==> src/rtl/sram_rr_port_arbiter.sv <==
// Shares one dual-port SRAM between N_REQ requesters. Separate round-robin
// arbiters own the write port and the read port; read data returns one cycle after grant.
module sram_rr_port_arbiter #(
  parameter  int N_REQ      = 3,
  parameter  int WIDTH      = 8,
  parameter  int DEPTH      = 16,
  localparam int ADDR_WIDTH = $clog2(DEPTH)
) (
  input  logic                        clk,
  input  logic                        rst_n,
  input  logic [N_REQ-1:0]            req_valid,
  input  logic [N_REQ-1:0]            req_write,
  input  logic [N_REQ*ADDR_WIDTH-1:0] req_addr,
  input  logic [N_REQ*WIDTH-1:0]      req_wdata,
  output logic [N_REQ-1:0]            req_ready,
  output logic [N_REQ-1:0]            rsp_valid,
  output logic [WIDTH-1:0]            rsp_data,
  output logic                        sram_cs,
  output logic                        sram_we,
  output logic                        sram_oe,
  output logic [ADDR_WIDTH-1:0]       sram_raddr,
  output logic [ADDR_WIDTH-1:0]       sram_waddr,
  output logic [WIDTH-1:0]            sram_wdata,
  input  logic [WIDTH-1:0]            sram_rdata
);

  localparam int PTR_W = $clog2(N_REQ);

  logic [PTR_W-1:0]      rd_ptr_q, rd_ptr_d;
  logic [PTR_W-1:0]      wr_ptr_q, wr_ptr_d;
  logic                  rsp_pending_q, rsp_pending_d;
  logic [PTR_W-1:0]      rsp_owner_q, rsp_owner_d;
  logic [ADDR_WIDTH-1:0] raddr_q, raddr_d;

  logic [N_REQ-1:0]      rd_cand, wr_cand;
  logic                  rd_found, wr_found;
  logic [PTR_W-1:0]      rd_win, wr_win;
  logic [N_REQ-1:0]      rd_onehot, wr_onehot;
  logic [ADDR_WIDTH-1:0] waddr_sel;
  logic [WIDTH-1:0]      wdata_sel;

  // First candidate at or above ptr, wrapping modulo N_REQ.
  function automatic void rr_pick(input  logic [N_REQ-1:0] cand,
                                  input  logic [PTR_W-1:0] ptr,
                                  output logic             found,
                                  output logic [PTR_W-1:0] win);
    int idx;
    found = 1'b0;
    win   = '0;
    for (int k = 0; k < N_REQ; k++) begin
      idx = int'(ptr) + k;
      if (idx >= N_REQ) idx = idx - N_REQ;
      if (!found && cand[idx]) begin
        found = 1'b1;
        win   = PTR_W'(idx);
      end
    end
  endfunction

  function automatic logic [PTR_W-1:0] ptr_after(input logic [PTR_W-1:0] win);
    return (win == PTR_W'(N_REQ - 1)) ? '0 : win + 1'b1;
  endfunction

  always_comb begin
    rd_cand = req_valid & ~req_write;
    wr_cand = req_valid & req_write;
    rr_pick(rd_cand, rd_ptr_q, rd_found, rd_win);
    rr_pick(wr_cand, wr_ptr_q, wr_found, wr_win);

    rd_onehot = rd_found ? (N_REQ'(1) << rd_win) : '0;
    wr_onehot = wr_found ? (N_REQ'(1) << wr_win) : '0;
    waddr_sel = req_addr[int'(wr_win)*ADDR_WIDTH +: ADDR_WIDTH];
    wdata_sel = req_wdata[int'(wr_win)*WIDTH +: WIDTH];

    rd_ptr_d      = rd_found ? ptr_after(rd_win) : rd_ptr_q;
    wr_ptr_d      = wr_found ? ptr_after(wr_win) : wr_ptr_q;
    rsp_pending_d = rd_found;
    rsp_owner_d   = rd_found ? rd_win : rsp_owner_q;
    raddr_d       = rd_found ? req_addr[int'(rd_win)*ADDR_WIDTH +: ADDR_WIDTH] : raddr_q;
  end

  always_ff @(posedge clk or negedge rst_n) begin
    if (!rst_n) begin
      rd_ptr_q      <= '0;
      wr_ptr_q      <= '0;
      rsp_pending_q <= 1'b0;
      rsp_owner_q   <= '0;
      raddr_q       <= '0;
    end else begin
      rd_ptr_q      <= rd_ptr_d;
      wr_ptr_q      <= wr_ptr_d;
      rsp_pending_q <= rsp_pending_d;
      rsp_owner_q   <= rsp_owner_d;
      raddr_q       <= raddr_d;
    end
  end

  // Outputs are held at zero for the whole time reset is asserted.
  always_comb begin
    req_ready  = rst_n ? (rd_onehot | wr_onehot) : '0;
    rsp_valid  = (rst_n && rsp_pending_q) ? (N_REQ'(1) << rsp_owner_q) : '0;
    rsp_data   = (rst_n && rsp_pending_q) ? sram_rdata : '0;
    sram_we    = rst_n & wr_found;
    sram_oe    = rst_n & (rd_found | rsp_pending_q);
    sram_cs    = sram_we | sram_oe;
    sram_raddr = rst_n ? raddr_d : '0;
    sram_waddr = (rst_n && wr_found) ? waddr_sel : '0;
    sram_wdata = (rst_n && wr_found) ? wdata_sel : '0;
  end

endmodule

==> config.mk <==
export PLATFORM = sky130hd
export DESIGN_NAME = sram_rr_port_arbiter
export DESIGN_NICKNAME = d
export VERILOG_FILES = /design/src/rtl/sram_rr_port_arbiter.sv
export SDC_FILE = /design/constraint.sdc
export NUM_CORES = 1
export LEC_CHECK = 0
export CAP_MARGIN = 40
export CORE_MARGIN = 8
export CORE_UTILIZATION = 39
export DETAILED_ROUTE_END_ITERATION = 10
export PLACE_DENSITY = 0.78
export SLEW_MARGIN = 20
export SYNTH_ARGS = -nofsm -noshare
export SYNTH_HDL_FRONTEND = slang
export SYNTH_SLANG_ARGS = --single-unit
==> constraint.sdc <==
create_clock -name clk -period 2.72 [get_ports clk]
set_clock_uncertainty 0.1 [all_clocks]
set_input_delay 0.544 -clock clk [delete_from_list [all_inputs] [get_ports clk]]
set_output_delay 0.544 -clock clk [all_outputs]
set_load 0.03 [all_outputs]
==> impl_metrics.json, run 1 <==
{
  "fp.dieW_um": 78.26,
  "ys_seq_area_share_pct": 18.21,
  "cts_hold_buf": 0,
  "ys_warn_count": 0,
  "synth_top_flop_cell": "dfrtp_1",
  "synthesis.area_um2": 1511,
  "clock_path_buffers": 2,
  "synthTopCellsByArea": "dfrtp_1, mux2i_1, nand2_1, nor2_1, ha_1",
  "synth.avg_cell_area_um2": 7.831,
  "ys_seq_elements": 11,
  "postGrtWorstEndpoint": "sram_wdata[1]",
  "dp_hpwl_um": 5059,
  "row_count": 22,
  "lastStage": "5_1_grt",
  "postSynthCellCount": 193,
  "portBuffers": 84,
  "yosysTopAreaCell": "dfrtp_1",
  "synth_cell_types": 50,
  "clkSinkCount": 11,
  "start_util_pct": 40.98,
  "ios": 85,
  "place_area_um2": 2854,
  "fp.dieH_um": 78.26,
  "grt_max_degree": 19,
  "syn_nets": 250,
  "status": "aborted with a tool error",
  "h-tree-depth": 1,
  "synth_edf_count": 0,
  "cts_inserted_buffers": 3,
  "gp_congestion": 0.8508,
  "yosys.area.top_type_share_pct": 18.21,
  "worst_path_end_type": "output port",
  "clockRootBuffer": "clkbuf_8",
  "synthArstFlopShare_pct": 100.0,
  "firstError": "[ERROR DPL-0038] Utilization greater than 100%, impossible to legalize"
}
-- through the flow --
stage / worst slack (ns) / std cells
2_1_floorplan: -0.01986 / 193
4_1_cts: -0.4052 / 388
3_3_place_gp: -0.5456 / 364
3_5_place_dp: -0.6243 / 364
-- synthesized netlist by cell type, drive strengths merged, types with 4 or more instances --
library cell	instances
dfrtp	11
and3	9
a21oi	4
a221oi	4
buf	7
o21ai	20
a211oi	9
ha	5
and2	9
a22oi	5
a21boi	4
nand2	19
nand3	4
nor2	18
inv	15
mux2i	9
o31ai	4
nand2b	9
-- cells by family after synthesis --
group	synth area share, %
muxes	5.961
adders and majority gates	4.139
buffers and inverters	7.533
AOI/OAI and AO/OA	34.93
DFF	18.21
and+or+nand+nor	29.22
-- timing repair --
action	in CTS
endpoints found under the hold margin	0
setup endpoints to repair	22
resized for setup	115
buffers inserted	20
gates cloned	2
pin swaps	24
==> run 2, diff against run 1 <==
CORE_UTILIZATION = 35   (was 39)
PLACE_DENSITY = not set   (was 0.78)
PLACE_DENSITY_LB_ADDON = 0.15   (was not set)
==> impl_metrics.json, run 2 <==
{
  "status": "finished, violations left",
  "violations": "setup timing",
  "ys_warn_count": 0,
  "ir_drop_v": 0.0006447,
  "dp_hpwl_um": 4850,
  "powerDensity_nw_per_um2": 1126,
  "layout_commonest_cell": "buf_4",
  "ys_seq_elements": 11,
  "finalSetupTns_ns": -7.245,
  "fin_crit_sh_pct": 116.6,
  "fp.dieW_um": 81.72,
  "wl_um": 6879,
  "netlist_top_cells_count": "nand2_1, nor2_1, inv_1, o21ai_0, dfrtp_1",
  "clock_path_buffers": 2,
  "path_clk_slew_ns": 0.05,
  "fillers": 269,
  "dieArea_um2": 6677,
  "grt_pass1_wl_um": 10010,
  "p_total_w": 0.003857,
  "rr_worst_depth": 10,
  "design.core.area_um2": 4264,
  "reg2reg_slack_ns": 0.48,
  "hp-class": "flip-flop to flip-flop",
  "wl_per_cell_um": 17.64,
  "n_antenna_cell": 0,
  "worst_setup_path_start_kind": "flip-flop",
  "finalHoldViolations": 0,
  "worstHoldStart": "raddr_q[1]",
  "r2r-end": "raddr_q[3]",
  "largest_register_ff_count": 4,
  "synth_edf_count": 0,
  "clockRootBuffer": "clkbuf_8",
  "min_period_ns": 3.173,
  "reg2reg_from": "rd_ptr_q[0]",
  "grt_overflow": 0,
  "row_count": 24,
  "synthTopCellsByArea": "dfrtp_1, mux2i_1, nand2_1, nor2_1, ha_1",
  "p_clk_share_pct": 4.3,
  "final_cell_count_no_fill": 390,
  "synth_top_flop_cell": "dfrtp_1",
  "synth.avg_cell_area_um2": 7.831,
  "setup_viol": 21,
  "crit_arrival_ns": 2.53,
  "drive_gt1_share_pct": 52.96,
  "fin_hold_ws_ns": 0.4202,
  "critPathCaptureType": "primary output",
  "cts_inserted_buffers": 3,
  "slew_viol_final": 0,
  "comb_power_share_pct": 87.4,
  "crit_type": "flip-flop to primary output",
  "switchingPower_w": 0.001855,
  "start_util_pct": 35.45,
  "synthArstFlopShare_pct": 100.0,
  "worst_slack_ns": -0.4528,
  "syn_nets": 250,
  "ios": 85,
  "cts_tree": "yes",
  "ys_seq_area_share_pct": 18.21,
  "synthToLayoutAreaGrowth_pct": 126.6,
  "yosysTopAreaCell": "dfrtp_1",
  "grt_setup_unrepaired": "true",
  "grt_pass1_vias": 2214,
  "portBuffers": 84,
  "yosys.area.top_type_share_pct": 18.21,
  "h-tree-depth": 1,
  "p_leak_nw": 1.512,
  "min_path_cells": 2,
  "synth_cell_types": 50,
  "p_int_w": 0.002003,
  "fp.dieH_um": 81.72,
  "crit_required_ns": 2.08,
  "drc": 0,
  "postSynthCellCount": 193,
  "power.share.sequential_pct": 8.3,
  "min_to": "raddr_q[1]",
  "track_usage_pct": 18.75,
  "yosysMostFrequentCell": "nand2_1",
  "gp_congestion": 0.8220,
  "fin_util_pct": 80.31,
  "antenna_found_initial": 0,
  "drv_cap": 0,
  "cts_hold_buf": 0,
  "drtIter0Drc": 72,
  "tightest_slew_ns": 0.4381,
  "max-slew-margin-rel_pct": 70.48,
  "dp.cells": 365,
  "synthesis.area_um2": 1511,
  "firstDrtPassIters": 5,
  "crit_path_max_fanout": 6,
  "grt_max_degree": 18,
  "fin_nets": 396,
  "num_vias": 2089,
  "clk_latency_ns": 0.24,
  "regMostFlops": "raddr_q",
  "clkSinkCount": 11,
  "fmaxAchievable_ghz": 0.3152,
  "viasPerCell": 5.356,
  "ant_nets": 0,
  "sw_frac_of_total_pct": 48.08,
  "mostFrequentLayoutCells": "buf_4, clkdlybuf4s50_1, buf_6"
}
[run 2: cell counts after synthesis]
No cell type changed its count.
[run 2: routing by layer]
metal	share of wire, %	global-route usage, %	wire [µm]
met3	6.8	4.923	469
met4	2.8	5.789	194
met1	39	21.08	2661
met2	52	33.73	3555
met5	0	0	0
[run 2: worst max-delay path, cell delays in order (launching register included)]
cell and delay [ns]:
dfrtp_2 0.45, inv_1 0.12, ha_4 0.18, nand2b_4 0.15, o21ai_4 0.07, a22oi_2 0.25, buf_4 0.18, buf_4 0.12
and2_1 0.17, o21ai_0 0.16, a41o_1 0.27, buf_4 0.17
[run 2: layout make-up]
type                       count  area (µm²)  area share [%]
multi-input combinational    159        1570           45.85
timing repair buffer         149        1405           41.03
sequential                    11       276.5           8.075
tap                           52       65.06           1.900
inverter                      15       62.56           1.827
clock buffer                   4       45.04           1.315
[run 2: repair_timing]
action	in CTS	in global routing
gates cloned	2	0
endpoints found under the setup margin	22	22
setup buffers	9	11
pin swaps	19	13
gates resized for setup	73	22
[run 2: worst max-delay path by stage]
stage / startpoint / cells after the start / slack [ns] / endpoint
floorplan: wr_ptr_q[1] / 8 / -0.02 / sram_wdata[0]
global placement: req_valid[2] / 9 / -0.61 / sram_waddr[2]
detailed placement: req_write[1] / 10 / -0.63 / sram_wdata[4]
CTS: wr_ptr_q[1] / 9 / -0.41 / sram_wdata[1]
global route: wr_ptr_q[1] / 11 / -0.52 / req_ready[0]
finish: wr_ptr_q[1] / 11 / -0.45 / req_ready[0]
[run 2: cell families after synthesis]
group / count (synthesis) / synth area share, %
and+or+nand+nor: 82 / 29.22
AOI/OAI and AO/OA: 63 / 34.93
buffers and inverters: 23 / 7.533
DFF: 11 / 18.21
muxes: 9 / 5.961
adders and majority gates: 5 / 4.139
[run 2: power groups by stage]
stage / sequential (W) / clock (W) / combinational [W]
floorplan: 0.000288 / 0 / 0.00162
CTS: 0.000312 / 0.000169 / 0.00310
global route: 0.000328 / 0.000174 / 0.00355
finish: 0.000320 / 0.000166 / 0.00337
detailed placement: 0.000307 / 0 / 0.00255
global placement: 0.000305 / 0 / 0.00251
[run 2: through the flow]
stage | worst slack [ns] | area (µm²)
finish | -0.4528 | 3425
detailed placement | -0.6321 | 2836
floorplan | -0.01986 | 1710
global placement | -0.6122 | 2836
CTS | -0.4067 | 3291
global route | -0.5186 | 3425
No activity file was read; power rests on OpenSTA's default activity.
